[config.mk]
export PLATFORM = sky130hd
export DESIGN_NAME = rst_seq
export DESIGN_NICKNAME = d
export VERILOG_FILES = /design/src/rtl/rst_seq.sv
export SDC_FILE = /design/constraint.sdc
export NUM_CORES = 1
export LEC_CHECK = 0
export CORE_ASPECT_RATIO = 0.9
export CORE_UTILIZATION = 44
export DETAILED_ROUTE_END_ITERATION = 12
export GPL_TIMING_DRIVEN = 0
export PLACE_DENSITY = 0.79
export SYNTH_ARGS = -nofsm -noshare
export SYNTH_HDL_FRONTEND = slang
export SYNTH_SLANG_ARGS = --single-unit
[constraint.sdc]
create_clock -name clk -period 2 [get_ports clk]
set_input_delay 0.2 -clock clk [delete_from_list [all_inputs] [get_ports clk]]
set_output_delay 0.2 -clock clk [all_outputs]
set_load 0.05 [all_outputs]
[src/rtl/rst_seq.sv]
// rst_seq: reset sequencer that holds all channels for MIN_ASSERT cycles after the
// reset source drops, then releases them one by one in index order, GAP cycles apart.
module rst_seq #(
    parameter int       NUM_CH     = 4,
    parameter int       MIN_ASSERT = 8,
    parameter int       GAP        = 2,
    parameter bit       SEQ_EN     = 1'b1,
    localparam int      RW         = $clog2(NUM_CH + 1)
) (
    input  logic              clk,
    input  logic              rst,
    input  logic              sw_rst_req,
    input  logic [NUM_CH-1:0] hold,
    output logic [NUM_CH-1:0] rst_out,
    output logic              busy,
    output logic              done,
    output logic [RW-1:0]     released
);
    localparam int CW = $clog2(MIN_ASSERT + 1);
    localparam int GW = $clog2(GAP + 1);
    localparam int IW = (NUM_CH > 1) ? $clog2(NUM_CH) : 1;

    typedef enum logic [1:0] {S_ASSERT, S_RELEASE, S_RUN} state_t;

    state_t            state_q, state_d;
    logic [CW-1:0]     cnt_q, cnt_d;
    logic [GW-1:0]     gap_q, gap_d;
    logic [IW-1:0]     idx_q, idx_d;
    logic [NUM_CH-1:0] rst_out_q, rst_out_d;
    logic              busy_q, busy_d;
    logic              done_q, done_d;
    logic [RW-1:0]     released_q, released_d;
    logic              src, fire, last;

    assign src  = rst | sw_rst_req;
    // The targeted channel falls once its gap has elapsed and nothing holds it.
    assign fire = (state_q == S_RELEASE) && (gap_q == '0) && !hold[idx_q];
    assign last = idx_q == IW'(NUM_CH - 1);

    always_ff @(posedge clk) begin
        if (rst) begin
            state_q    <= S_ASSERT;
            cnt_q      <= '0;
            gap_q      <= '0;
            idx_q      <= '0;
            rst_out_q  <= '1;
            busy_q     <= 1'b1;
            done_q     <= 1'b0;
            released_q <= '0;
        end else begin
            state_q    <= state_d;
            cnt_q      <= cnt_d;
            gap_q      <= gap_d;
            idx_q      <= idx_d;
            rst_out_q  <= rst_out_d;
            busy_q     <= busy_d;
            done_q     <= done_d;
            released_q <= released_d;
        end
    end

    always_comb begin
        state_d = state_q;
        cnt_d   = cnt_q;
        gap_d   = gap_q;
        idx_d   = idx_q;
        if (src) begin
            state_d = S_ASSERT;
            cnt_d   = '0;
            gap_d   = '0;
            idx_d   = '0;
        end else if (state_q == S_ASSERT) begin
            state_d = (cnt_q == CW'(MIN_ASSERT - 1)) ? S_RELEASE : S_ASSERT;
            cnt_d   = (cnt_q == CW'(MIN_ASSERT - 1)) ? '0 : cnt_q + CW'(1);
        end else if (fire) begin
            state_d = last ? S_RUN : S_RELEASE;
            idx_d   = last ? idx_q : idx_q + IW'(1);
            gap_d   = GW'(GAP - 1);
        end else if (state_q == S_RELEASE && gap_q != '0) begin
            gap_d = gap_q - GW'(1);
        end
    end

    always_comb begin
        rst_out_d  = rst_out_q;
        busy_d     = busy_q;
        done_d     = done_q;
        released_d = released_q;
        if (src) begin
            rst_out_d  = '1;
            busy_d     = 1'b1;
            done_d     = 1'b0;
            released_d = '0;
        end else if (fire) begin
            rst_out_d[idx_q] = 1'b0;
            released_d       = released_q + RW'(1);
            busy_d           = !last;
            done_d           = last;
        end
        if (!SEQ_EN) begin
            rst_out_d  = {NUM_CH{src}};
            busy_d     = src;
            done_d     = !src;
            released_d = src ? '0 : RW'(NUM_CH);
        end
    end

    assign rst_out  = rst_out_q;
    assign busy     = busy_q;
    assign done     = done_q;
    assign released = released_q;
endmodule

==> summary.md, run 1 <==
| Metric | Value |
|---|---|
| Status | `finished clean` |
| Area grow syn2layout | `24.0%` |
| Crit path time final | `1800 ps` |
| Top cell type's share of synthesized area | `43.0%` |
| Max-cap violations | `0` |
| Power Internal | `475 uW` |
| Leak pwr | `0.000402 uW` |
| Worst skew pair latency | `290 ps` |
| Vias in the first global route | `693` |
| Share of cells above drive strength 1 | `6.90%` |
| Cells along the critical path | `mux4_2 > clkbuf_1 > o31ai_1 > nand2_1` |
| Pre-CTS setup slack | `83.5 ps` |
| Overall routed net length | `1710 um` |
| Area of the multi-input gates | `460 um2` |
| Root Driver | `clkbuf_4` |
| Period utilization | `90.1%` |
| Layout fillers | `176` |
| Max rail drop VDD | `323 uV` |
| Max clock buf depth | `2` |
| Dpl hpwl | `1290 um` |
| Seq cells post-synth | `19` |
| Startpoint Class | `flop` |
| CTS tree | `yes` |
| Slew @ Worst Pin | `496 ps` |
| Fin nets | `131` |
| Via Count | `753` |
| Slowest-stage cell, CP | `mux4_2` |
| Placer Congestion | `0.824` |
| Setup TNS | `0 ps` |
| # setup viols final | `0` |
| Chip width | `49.3 um` |
| Number of diodes | `0` |
| Buffers added on ports | `15` |
| Unrepaired setup endpoints after global routing | `false` |
| Post-synth EDFFs | `0` |
| Placed Instance Area | `1070 um2` |
| Most used flip-flop cell after synthesis | `dfxtp_1` |
| Pwr dens | `554 nW/um2` |
| FF/Latch Area | `380 um2` |
| Sw Ratio | `21.9%` |
| Row cnt | `15` |
| H-tree levels | `1` |
| Final ANT Viol Nets | `0` |
| Cell Area, Synth | `885 um2` |
| Synth area leader | `dfxtp_1` |
| Initial Util | `46.7%` |
| Drt via density | `5.34` |
| Die area | `2190 um2` |
| Net count after synthesis | `111` |
| Seq pwr share | `62.8%` |
| Initial antenna violation count | `0` |
| Iteration-0 DRC Markers | `17` |
| Comb power frac | `5.4%` |
| WP data required | `2170 ps` |
| Clock sink count | `19` |
| Synth cell types | `26` |
| Post-route design area | `1100 um2` |
| Final Hold Fails | `0` |
| Clock share of power | `31.7%` |
| Clock transition at the registers of the reported paths | `110 ps` |
| Crit path DAT | `1970 ps` |
| Area contributors post-synth | `dfxtp_1 (43%), ha_1 (9.9%), a21oi_1 (4.5%)` |
| P_sw | `133 uW` |
| Final Max Tran Viols | `0` |
| Routed WL per cell | `12.1 um` |
| Overflow after GRT | `0` |
| Post-Route Utilization | `57.9%` |
| Most frequent cell after synthesis | `dfxtp_1` |
| CORE AREA | `1900 um2` |
| Worst Hold Class | `flop to flop` |
| F_max | `0.555 GHz` |
| Setup crit end kind | `flop` |
| Crit Path Class | `flop to flop` |
| Largest stage delay, worst path | `600 ps` |
| Worst-path maximum fanout | `10` |
| Fraction of registers with async set/reset | `0%` |
| Die Ht | `44.5 um` |
| GRT Util Overall | `17.7%` |
| I/O pins | `16` |
| Avg Cell Area, Syn | `9.12 um2` |
| First-pass GRT wire length | `2990 um` |
| Drt first pass iters | `4` |
| Power, Total | `608 uW` |
| Setup Skew | `1.50 ps` |
| List of most frequent post-synthesis cells | `dfxtp_1 (19), inv_1 (9), nand2_1 (9)` |
| Remaining DRCs | `0` |
| Post-CTS Repair Setup Buffers | `0` |
| YS warnings | `0` |
| Sequential fraction of the synthesis area | `43.0%` |
| CTS buffer count | `3` |
| Cells after Synth | `97` |
| Pin count of the biggest net entering global routing | `11` |
| Relative slew slack | `66.8%` |
| Setup WS post-layout | `199 ps` |
[final timing paths]
check,slack [ps],start,end,cells past startpoint
hold reg to reg,460,rst_out[1]$_SDFFE_PP1P_,rst_out[1]$_SDFFE_PP1P_,2
setup / recovery,200,idx_q[0]$_SDFFE_PP0P_,rst_out[2]$_SDFFE_PP1P_,4
setup reg to reg,200,idx_q[0]$_SDFFE_PP0P_,rst_out[2]$_SDFFE_PP1P_,4
hold / removal,460,rst_out[1]$_SDFFE_PP1P_,rst_out[1]$_SDFFE_PP1P_,2
[per-layer routing]
metal | global-route usage, % | vias to the layer above | part of all wire (%)
met1 | 22.7 | 360 | 49
li1 | - | 378 | -
met2 | 30.4 | 13 | 47
met4 | 7.06 | 0 | 1.0
met5 | 0 | - | 0
met3 | 2.41 | 2 | 2.7
[stage by stage]
step,std cells,hold WS [ps]
after floorplan,97,418
after global placement,137,443
after detailed placement,137,451
after CTS,141,464
after global routing,141,496
final,141,463
[area by class of cell]
class                      instances  area share [%]
inverter                           9            3.08
sequential                        19            34.7
clock buffer                       4            2.39
buffer                             4            1.37
multi-input combinational         65            42.0
tap                               25            2.85
timing repair buffer              15            13.7
[sequential cells by signal (all words and copies together), names as in the netlist]
| register | cells |
|---|---|
| cnt_q | 4 |
| rst_out | 4 |
| released | 3 |
| gap_q | 2 |
| idx_q | 2 |
| state_q | 2 |
| busy | 1 |
| done | 1 |
[power groups by stage]
stage | clock (uW) | combinational (uW) | sequential [uW]
floorplan | 0 | 16.5 | 390
finish | 193 | 33.1 | 382
CTS | 195 | 33.0 | 382
global placement | 0 | 32.5 | 390
detailed placement | 0 | 32.8 | 391
global route | 216 | 36.5 | 383
[layout by cell type (no fill, tap or decap), drive strengths merged]
cell type and count:
or4b 1, nor4b 1, dfxtp 19, nor3b 2
mux2i 2, nand2 9, or3b 1, o31ai 5
inv 9, or2 1, clkdlybuf4s50 15, nand3 4
o21ai 6, clkbuf 8, a21oi 8, nand2b 1
nor2 3, ha 7, o21a 4, a211oi 1
o31a 1, nand3b 1, xnor2 2, or3 2
nor2b 1, mux4 1, or4 1
[critical path: cells and delay by family (launching register included)]
kind | cells | cell delay [ps]
compound gates | 1 | 290
buf+inv | 1 | 260
simple gates | 1 | 90
mux | 1 | 600
flops | 1 | 440
[what timing repair did]
action                                  in CTS  in global routing
resized for setup                            0                  1
endpoints found under the setup margin       0                  2
hold buffers                                 0                  0
[cells by family after synthesis]
kind of cell               synth area share [%]
AOI/OAI and AO/OA                          17.4
xor gates and xnor gates                   1.98
and+or+nand+nor                            17.4
muxes                                      4.81
DFF                                        43.0
adders and majority gates                  9.90
buffers and inverters                      5.52
(Power assumes the default switching activity.)
==> inputs of run 2 (changes only) <==
==> constraint.sdc (replaced) <==
create_clock -name clk -period 2 [get_ports clk]
set_input_delay 0.4 -clock clk [delete_from_list [all_inputs] [get_ports clk]]
set_output_delay 0.4 -clock clk [all_outputs]
set_load 0.05 [all_outputs]
==> results of run 2 <==
Same layout as run 1 (identical final DEF). Status: finished clean.
Main changes from that run: setup slack after placement 83.5 ps -> -116 ps; setup slack after layout 199 ps -> 108 ps; start point of the critical path idx_q[0]$_SDFFE_PP0P_ -> released[0]$_SDFFE_PP0P_; end point of the critical path rst_out[2]$_SDFFE_PP1P_ -> released[0]
==> inputs of run 3 (changes only) <==
Settings changed: CAP_MARGIN set to 20.
==> results of run 3 <==
Same layout as run 1 (identical final DEF). Status: finished clean.
Main changes from that run: setup slack after placement 83.5 ps -> -116 ps; setup slack after layout 199 ps -> 108 ps; start point of the critical path idx_q[0]$_SDFFE_PP0P_ -> released[0]$_SDFFE_PP0P_; end point of the critical path rst_out[2]$_SDFFE_PP1P_ -> released[0]
==> RTL change 1 (config.mk and constraints of run 2) <==
Register the output `released` once more, cleared by the reset; this adds one clock of latency there. The other outputs are not delayed to match.
--- a/src/rtl/rst_seq.sv
+++ b/src/rtl/rst_seq.sv
@@ -110,3 +110,9 @@
     assign done     = done_q;
-    assign released = released_q;
+    always_ff @(posedge clk) begin
+        if (rst) begin
+            released <= '0;
+        end else begin
+            released <= released_q;
+        end
+    end
 endmodule
Check against the original RTL: not equivalent (Yosys sat finds a counterexample within 10 cycles, from zero or initial values and one cycle with rst high).
==> RTL change 1 against run 2 <==
Routed wire length grew 2.8%. Worst setup slack gained 0.018 ns. Hold slack better by 0.0039 ns. Sequential power rose by 16%. Total power up 19%. Via count rose by 5.2%. Critical path depth did not move. Area after synthesis up 9.3%. Global-route usage is 0.18 points lower. Sequential cell count rose by 3. Cell area increased by 8.0%. Largest power group unchanged.
==> RTL change 1: results <==
{
  "drive_gt1_frac": 0.0560,
  "skew_ns": 0.00427,
  "post_cts_buffers": 0,
  "tns_ns": 0,
  "yosysSeqAreaShare": 0.455,
  "track_usage": 0.175,
  "use_met3": 0.0594,
  "cp_max_fo": 2,
  "dp_slack_ns": -0.124,
  "antenna_found_initial": 0,
  "cap_violations": 0,
  "outcome": "complete, no violations",
  "drtPass1Iterations": 4,
  "clock_latency_ns": 0.31,
  "use_met1": 0.206,
  "critPathTopFamily": "buffers and inverters",
  "cts_max_level": 1,
  "use_met2": 0.309,
  "syn_area_per_cell_sq_um": 9.12,
  "place_area_sq_um": 1150,
  "dp_hpwl_microns": 1280,
  "cts_buffer_depth": 2,
  "routed_via_density": 5.28,
  "synth_nets": 120,
  "routedWlPerCell_microns": 11.7,
  "p_leak_nw": 0.442,
  "clk_pin_slew_worst_paths_ns": 0.12,
  "dp_cells": 146,
  "grt_pass1_vias": 721,
  "peakVddDrop_mv": 0.651,
  "slew_headroom": 0.665,
  "clockRootBuffer": "clkbuf_4",
  "grt_max_degree": 13,
  "synth_common_cells": "22 x dfxtp_1, 12 x inv_1, 9 x nand2_1",
  "drtIter0Drc": 9,
  "async_flop_share": 0,
  "cts_resized": 0,
  "ys_top_cells_by_area": "dfxtp_1 46%, ha_1 9.1%, inv_1 4.7%",
  "grt_pass1_wl_microns": 3060,
  "hp-class": "flip-flop to flip-flop",
  "antennaDiodeCount": 0,
  "final_cell_count_no_fill": 150,
  "portBuffers": 15,
  "nNetsFinal": 140,
  "synth_cell_type_count": 30,
  "slowest_stage": "clkdlybuf4s50_1",
  "place.gp.congestion": 0.748,
  "yosysWarnings": 0
}
## RTL change 1: cell families (layout without fill, tap and decap cells)
kind of cell,after synthesis,after routing,synth area share
simple gates,32,32,0.176
compound gates,24,24,0.154
flops,22,22,0.455
buf+inv,16,35,0.0621
fa+ha+maj,7,7,0.0906
mux,3,3,0.0440
xor+xnor,2,2,0.0181
## RTL change 1: cell type report
class | count | area (sq um)
plain buffers | 4 | 15.0
clock buffers | 4 | 36.3
fillers | 191 | 805
inverters | 12 | 45.0
multi-input cells | 68 | 467
flip-flops and latches | 22 | 440
well taps | 25 | 31.3
repair buffers | 15 | 150
## RTL change 1: tightest hold or removal path, stage by stage, from the launching register on
cell and delay, ns:
dfxtp_1 0.33, o31ai_1 0.06, nand2_1 0.05
## RTL change 1: worst paths after layout
kind	end	slack (ns)	startpoint	depth (start not counted)
min	rst_out[0]	0.47	rst_out[0]	2
max reg2reg	released_q[2]	0.18	idx_q[0]	4
max	rst_out[2]	0.13	rst_out[2]	1
min reg2reg	rst_out[0]	0.47	rst_out[0]	2
## RTL change 1: per-layer routing
metal,up-vias,share of wire
met5,-,0
met1,369,0.47
li1,401,-
met2,20,0.48
met4,0,0.0023
met3,2,0.044
## RTL change 1: power by group
| part | leakage, nW | total (mW) | internal (mW) | switching [mW] |
|---|---|---|---|---|
| registers | 0.178 | 0.442 | 0.440 | 0.00152 |
| clock network | 0.0210 | 0.246 | 0.111 | 0.135 |
| logic | 0.243 | 0.0343 | 0.0174 | 0.0170 |
==> RTL change 2 (flow settings as in run 2) <==
Made on the original files. The parameter `NUM_CH` goes from 4 to 8.
--- a/src/rtl/rst_seq.sv
+++ b/src/rtl/rst_seq.sv
@@ -3,3 +3,3 @@
 module rst_seq #(
-    parameter int       NUM_CH     = 4,
+    parameter int       NUM_CH     = 8,
     parameter int       MIN_ASSERT = 8,
Interface: changed (resized hold, released and rst_out); port bits go from 16 to 25. The function was not compared with the original's and may differ.
==> RTL change 2 against run 2 <==
The run now ends with design-rule violations left. Total power rose by 28%. Sequential cell count up 6. Critical path depth is the same. Routed wire length grew 55%. Area after synthesis grew 37%. Worst setup slack worse by 0.039 ns. Cell area rose by 39%. Clock skew is 0.0033 ns higher. Largest cell class unchanged. Largest power group unchanged.
==> RTL change 2: results <==
{
  "outcome": "finished, violations left",
  "violations": "design-rule violations",
  "fillCellCount": 237,
  "worst_pin_slew_ns": 0.521,
  "drive_gt1_frac": 0.147,
  "routed_via_density": 5.75,
  "use_met1": 0.245,
  "r2r-end": "rst_out[4]",
  "layout_setup_ws_ns": 0.0690,
  "drtPass1Iterations": 8,
  "yosysSeqAreaShare": 0.412,
  "final_cell_count_no_fill": 184,
  "clkCellAreaFrac": 0.0180,
  "min_path_cells": 1,
  "track_usage": 0.204,
  "n_all_inverters": 7,
  "synthToLayoutAreaGrowth_pct": 25.7,
  "peakVddDrop_mv": 0.433,
  "synth-seq-cells": 25,
  "use_met2": 0.374,
  "dp_slack_ns": -0.246,
  "drtIter0Drc": 52,
  "drc": 3,
  "nMultiInputCombCells": 89,
  "syn_area_per_cell_sq_um": 9.49,
  "dp_hpwl_microns": 1990,
  "grt_pass1_wl_microns": 4650,
  "use_met3": 0.0522,
  "met3_length_microns": 115,
  "place.gp.congestion": 0.804,
  "clock_power_mw": 0.218,
  "p_leak_nw": 0.581,
  "endpoint": "released[2]"
}
[RTL change 2: cell count changes in the layout (fill, tap and decap cells not counted), moves of 3 or more]
cell,run 2,this run
a31o_2,0,3
o21ai_0,6,2
a21bo_2,0,3
a21o_1,0,8
nand4_1,0,12
clkbuf_1,5,2
and3_1,0,3
clkdlybuf4s50_1,15,23
o31ai_1,5,0
dfxtp_1,19,23
nand2_1,9,5
[RTL change 2: timing repair]
action                     in CTS  in global routing
hold buffers                    0                  0
pin swaps                       0                  1
gates resized for setup         2                  3
setup endpoints to repair       4                  3
[RTL change 2: kinds of logic after synthesis]
kind of cell,count (synthesis),share of synthesized area
xor+xnor,2,0.0144
compound gates,35,0.213
mux,6,0.0566
flops,25,0.412
fa+ha+maj,5,0.0515
buf+inv,14,0.0608
simple gates,41,0.192
